[src/rtl/hsv_core_pkg.sv]
// hsv_core_pkg: shared types for the hsv core pipeline.
// Adds the commit-stage result bundle, commit FSM states and unit count.
package hsv_core_pkg;

  localparam int NUM_COMMIT_UNITS = 5;

  typedef logic [4:0]  reg_addr_t;
  typedef logic [31:0] word_t;

  typedef struct packed {
    reg_addr_t rd;
    word_t     result;
    logic      wb_en;
    logic      redirect;
    word_t     redirect_pc;
  } commit_data_t;

  typedef enum logic {
    COMMIT_RUN   = 1'b0,
    COMMIT_FLUSH = 1'b1
  } commit_state_t;

  function automatic word_t rd_onehot(reg_addr_t rd);
    return word_t'(1) << rd;
  endfunction

endpackage

[src/rtl/hsv_core_commit_rr_arbiter.sv]
// hsv_core_commit_rr_arbiter: round-robin one-hot grant with pointer.
// Ports: clk/rst, i_req, i_en (grant allowed), i_clear (ptr->0), o_grant.
module hsv_core_commit_rr_arbiter #(
  parameter int NUM_UNITS = 5
) (
  input  logic                 clk,
  input  logic                 rst,
  input  logic [NUM_UNITS-1:0] i_req,
  input  logic                 i_en,
  input  logic                 i_clear,
  output logic [NUM_UNITS-1:0] o_grant
);

  localparam int PW = (NUM_UNITS > 1) ? $clog2(NUM_UNITS) : 1;
  localparam logic [PW:0]   NU  = (PW+1)'(NUM_UNITS);
  localparam logic [PW-1:0] TOP = PW'(NUM_UNITS - 1);

  logic [PW-1:0] r_ptr;
  logic [PW-1:0] w_next_ptr;
  logic [PW:0]   w_idx;
  logic [PW-1:0] w_sel;
  logic          w_any;

  // Scan from the pointer, wrapping; first requester wins.
  always_comb begin
    o_grant    = '0;
    w_next_ptr = r_ptr;
    w_any      = 1'b0;
    w_idx      = '0;
    w_sel      = '0;
    for (int i = 0; i < NUM_UNITS; i++) begin
      w_idx = {1'b0, r_ptr} + (PW+1)'(i);
      if (w_idx >= NU)
        w_idx = w_idx - NU;
      w_sel = w_idx[PW-1:0];
      if (i_en && !w_any && i_req[w_sel]) begin
        o_grant[w_sel] = 1'b1;
        w_any          = 1'b1;
        w_next_ptr     = (w_sel == TOP) ? '0 : w_sel + PW'(1);
      end
    end
  end

  always_ff @(posedge clk) begin
    if (rst)
      r_ptr <= '0;
    else if (i_clear)
      r_ptr <= '0;
    else if (w_any)
      r_ptr <= w_next_ptr;
  end

endmodule

[src/rtl/hsv_core_commit.sv]
// hsv_core_commit: commit/writeback stage, RR over result channels,
// regfile write + commit_mask, flush_req/flush_ack redirect handshake.
// Ports: clk_core, rst_core, unit_valid_i/ready_o/data_i, wr_addr,
// wr_data, wr_en, commit_mask, flush_req, flush_ack, redirect_pc,
// retired_count (only with HSV_COMMIT_RETIRE_COUNT_EN defined).
module hsv_core_commit
  import hsv_core_pkg::*;
#(
  parameter int NUM_UNITS = NUM_COMMIT_UNITS,
  parameter int COUNT_W   = 64
) (
  input  logic                                   clk_core,
  input  logic                                   rst_core,
  input  logic [NUM_UNITS-1:0]                   unit_valid_i,
  output logic [NUM_UNITS-1:0]                   unit_ready_o,
  input  logic [NUM_UNITS*$bits(commit_data_t)-1:0] unit_data_i,
  output logic [4:0]                             wr_addr,
  output logic [31:0]                            wr_data,
  output logic                                   wr_en,
  output logic [31:0]                            commit_mask,
  output logic                                   flush_req,
  input  logic                                   flush_ack,
  output logic [31:0]                            redirect_pc
`ifdef HSV_COMMIT_RETIRE_COUNT_EN
  ,
  output logic [COUNT_W-1:0]                     retired_count
`endif
);

  localparam int DW = $bits(commit_data_t);

  commit_state_t  r_state;
  logic           r_flush_d;
  logic [NUM_UNITS-1:0] w_grant;
  logic [DW-1:0]  w_sel_bits;
  commit_data_t   w_sel;
  logic           w_run;
  logic           w_xfer;
  logic           w_we;
  logic           w_exit;

  assign w_run     = (r_state == COMMIT_RUN);
  assign flush_req = (r_state == COMMIT_FLUSH);

  hsv_core_commit_rr_arbiter #(
    .NUM_UNITS (NUM_UNITS)
  ) u_arb (
    .clk     (clk_core),
    .rst     (rst_core),
    .i_req   (unit_valid_i),
    .i_en    (w_run & ~rst_core),
    .i_clear (w_exit),
    .o_grant (w_grant)
  );

  assign unit_ready_o = w_grant;
  assign w_xfer       = |(unit_valid_i & w_grant);

  always_comb begin
    w_sel_bits = '0;
    for (int k = 0; k < NUM_UNITS; k++)
      w_sel_bits = w_sel_bits
                 | (unit_data_i[k*DW +: DW] & {DW{w_grant[k]}});
  end

  assign w_sel = commit_data_t'(w_sel_bits);
  assign w_we  = w_xfer & w_sel.wb_en & (w_sel.rd != '0);

  // An ack only counts once req was already high last cycle;
  // issue's ack lags req by one cycle, so earlier acks are stale.
  assign w_exit = flush_req & flush_ack & r_flush_d;

  always_ff @(posedge clk_core) begin
    if (rst_core) begin
      r_state     <= COMMIT_RUN;
      r_flush_d   <= 1'b0;
      wr_en       <= 1'b0;
      wr_addr     <= '0;
      wr_data     <= '0;
      commit_mask <= '0;
      redirect_pc <= '0;
    end else begin
      r_flush_d   <= flush_req;
      wr_en       <= w_we;
      commit_mask <= w_we ? rd_onehot(w_sel.rd) : '0;
      if (w_xfer) begin
        wr_addr <= w_sel.rd;
        wr_data <= w_sel.result;
      end
      unique case (r_state)
        COMMIT_RUN: begin
          if (w_xfer && w_sel.redirect) begin
            r_state     <= COMMIT_FLUSH;
            redirect_pc <= w_sel.redirect_pc;
          end
        end
        COMMIT_FLUSH: begin
          if (w_exit)
            r_state <= COMMIT_RUN;
        end
      endcase
    end
  end

`ifdef HSV_COMMIT_RETIRE_COUNT_EN
  logic [COUNT_W-1:0] r_retired;

  always_ff @(posedge clk_core) begin
    if (rst_core)
      r_retired <= '0;
    else if (w_xfer)
      r_retired <= r_retired + COUNT_W'(1);
  end

  assign retired_count = r_retired;
`else
  logic w_unused_count_w;
  assign w_unused_count_w = ^COUNT_W;
`endif

endmodule

[config.mk]
export PLATFORM = sky130hd
export DESIGN_NAME = hsv_core_commit
export DESIGN_NICKNAME = d
export VERILOG_FILES = /design/src/rtl/hsv_core_pkg.sv /design/src/rtl/hsv_core_commit_rr_arbiter.sv /design/src/rtl/hsv_core_commit.sv
export SDC_FILE = /design/constraint.sdc
export NUM_CORES = 1
export LEC_CHECK = 0
export ABC_AREA = 0
export BUFFER_PORTS_ARGS = -buffer_cell sky130_fd_sc_hd__buf_2
export CORE_AREA = 2 2 185 187
export DETAILED_ROUTE_END_ITERATION = 16
export DIE_AREA = 0 0 187 189
export PLACE_DENSITY = 0.45
export SETUP_SLACK_MARGIN = 0.02
export SLEW_MARGIN = 20
export SYNTH_ARGS = -nofsm -noshare
export SYNTH_HDL_FRONTEND = slang
export SYNTH_SLANG_ARGS = --single-unit
export TNS_END_PERCENT = 20
[constraint.sdc]
create_clock -name clk_core -period 7.5 [get_ports clk_core]
set_input_delay 0.75 -clock clk_core [delete_from_list [all_inputs] [get_ports clk_core]]
set_output_delay 0.75 -clock clk_core [all_outputs]
set_load 0.01 [all_outputs]
==> metrics.yaml <==
sta:
  drv_slew: 0
  rsz0062_at_grt: "false"
  fmax_ghz: 0.168
  skew_ns: 0.0101
  setup_ws_ns: 1.56
  max_slew_margin_pct: 31.6
  period_share_pct: 79.3
  worst_pin_slew_ns: 1.02
  period_needed_ns: 5.94
  finalHoldViolCount: 0
  tns_ns: 0
  setup_viol: 0
clock_network:
  htreeDepth: 3
  cts_buffers: 9
  ctsRootBufferMaster: "clkbuf_16"
  ctsResizeCount: 0
  post_cts_buffers: 0
  postCtsHoldBufs: 0
  clkTransAtPathRegs_ns: 0.09
  cts_tree: "built"
  clock_sinks: 107
  clock_path_buffers: 2
  clock_latency_ns: 0.36
finish:
  drive_above_1_share_pct: 43.9
  finalNonFillerCells: 1698
  nNetsFinal: 1619
  area_delta_synth_final_pct: 43.8
detailed_routing:
  wl_per_cell_um: 21.0
  routed-via-count: 8681
  drtIter0Drc: 667
  drc: 0
  wl_um: 35700
  postRouteAntennaNets: 0
  drtPass1Iterations: 8
  vias_per_cell: 5.11
logic_synthesis:
  synth_edf_count: 0
  synth-simple-area-share_pct: 17.9
  synth_warnings: 0
  synthTopCellsByCount: "dfxtp_1 (107), nand2_1 (95), a22oi_1 (71)"
  ys_types: 89
  synth_compound_area_share_pct: 39.9
  ys.flop_type: "dfxtp_1"
  netlist_instances: 816
  yosysTopAreaCell: "dfxtp_1"
  ys_seq_elements: 107
  syn_avg_cell_area_sq_um: 8.41
  syn_nets: 1195
  synthesis.area_sq_mm: 0.00686
  yosysTopAreaCellShare_pct: 31.2
  synth-async-reset-ratio_pct: 0
  synthXorXnorAreaFrac_pct: 0.383
  synth.most_common_cell: "dfxtp_1"
  synth.area.mux_share_pct: 1.28
  synth_top_family_by_area: "compound AO/OA/AOI/OAI gates"
  synth_fa_ha_area_share_pct: 3.03
  synth_area_leaders: "dfxtp_1 (31%), a222oi_1 (9.3%), a22oi_1 (7.8%), nand2_1 (5.2%), a21o_1 (4.0%)"
  seq_area_frac_synth_pct: 31.2
global_route:
  grt_antenna_before_repair: 6
  grt_use_total_pct: 19.4
  grt_pass1_wl_um: 52200
  grt_max_degree: 74
  grt_overflow: 0
  grt_pass1_vias: 8415
critical_path:
  crit_start: "u_arb.r_ptr[1]"
  worst-setup-path-type: "flop to primary output"
  regToRegStartpoint: "u_arb.r_ptr[1]"
  worstSetupStartpointType: "flop"
  worst-path-max-fanout: 41
  cp-end-kind: "primary output"
  regToRegEndpoint: "u_arb.r_ptr[1]"
  rrSetupSlack_ns: 1.90
  cp.arrival_ns: 5.19
  rr_worst_depth: 13
  crit_path_end: "unit_ready_o[3]"
  cp.required_ns: 6.75
die:
  rows: 67
  initial_core_util_pct: 20.6
  core_area_sq_mm: 0.0333
  die_area_sq_mm: 0.0353
  die_h_um: 189
  die_w_um: 187
  io_pins: 471
placement:
  dpl_worst_slack_ns: 1.88
  place.gp.congestion: 0.848
  hpwl_um: 28000
  portBuffers: 470
  placedCellCount: 1677
worst_hold_path:
  hp-start: "redirect_pc[14]"
  hold_class: "flop to flop"
pwr:
  peakVddDrop_v: 0.000178
  powerDensity_mw_per_mm2: 418
  p_leak_uw: 0.00436
run:
  cap_violations: 0
status:
  outcome: "finished clean"
==> worst max-delay path, cell delays in order (launching register included) <==
cell and delay [ns]:
dfxtp_1 0.59, inv_1 0.28, ha_1 0.91, mux2_4 0.36, or3_1 0.37, and3_4 0.18
a21boi_4 0.33, nand3_2 0.16, o311ai_4 0.87, buf_4 0.53, buf_2 0.22
==> layout make-up <==
class / instances / area (sq um)
Timing Repair Buffer: 488 / 2490
Inverter: 14 / 52.6
Fill cell: 3695 / 23400
Sequential cell: 107 / 2140
Tap cell: 448 / 561
Clock buffer: 9 / 225
Clock inverter: 7 / 66.3
Multi-Input combinational cell: 620 / 4320
Antenna cell: 5 / 12.5
==> placed cells by master, fill, tap and decap left out, types with 5 or more instances in the layout <==
cell / synthesis / routed
a21o_1: 37 / 37
nor2_1: 51 / 51
nor2b_1: 7 / 7
buf_4: 15 / 18
buf_2: 19 / 470
nand2_1: 95 / 95
or2_2: 7 / 8
nand4_1: 8 / 8
clkbuf_16: 0 / 9
a31oi_1: 38 / 38
a22oi_1: 71 / 71
dfxtp_1: 107 / 107
ha_1: 15 / 15
a21oi_1: 52 / 52
nand2b_1: 8 / 8
nand3_1: 19 / 19
a211oi_1: 6 / 5
inv_1: 14 / 14
o21ai_0: 17 / 17
nor3_1: 12 / 12
a222oi_1: 64 / 64
diode_2: 0 / 5
mux2i_1: 5 / 5
==> per-layer routing <==
metal  global-route usage, %  wire length (um)
met5                       0                11
met2                    32.7             17300
met1                    24.7             15200
met3                    3.84              2370
met4                    6.23               820
==> cells by family after synthesis <==
family | count (synthesis)
compound gates | 349
xor+xnor | 3
fa+ha+maj | 16
buf+inv | 89
flops | 107
mux | 8
other cells | 1
simple gates | 243
==> per-stage QoR <==
step	instance area [sq um]	util, %	hold WS [ns]	power [uW]
finish	9870	29.7	0.451	4120
global route	9860	29.6	0.464	4460
CTS	9860	29.6	0.453	4160
detailed placement	9560	28.7	0.441	3640
global placement	9560	28.7	0.437	3650
floorplan	6860	-	0.476	2800
==> how the worst min path moves through the flow <==
stage	depth (start not counted)	endpoint
after floorplan	2	redirect_pc[15]
after global placement	2	redirect_pc[24]
after detailed placement	2	redirect_pc[14]
after CTS	2	redirect_pc[14]
after global routing	2	redirect_pc[14]
final	2	redirect_pc[14]
==> registers in the layout, summed over array words and instances (netlist names) <==
register     flops
wr_en            1
wr_data         32
flush_req        1
redirect_pc     32
u_arb.r_ptr      3
commit_mask     32
r_flush_d        1
wr_addr          5
==> power by group <==
| part | internal, uW | switching (uW) |
|---|---|---|
| Clock | 236 | 259 |
| Sequential | 708 | 77.1 |
| Combinational | 1020 | 1820 |
| Total | 1970 | 2160 |
Power figures use the tool's default switching activity.
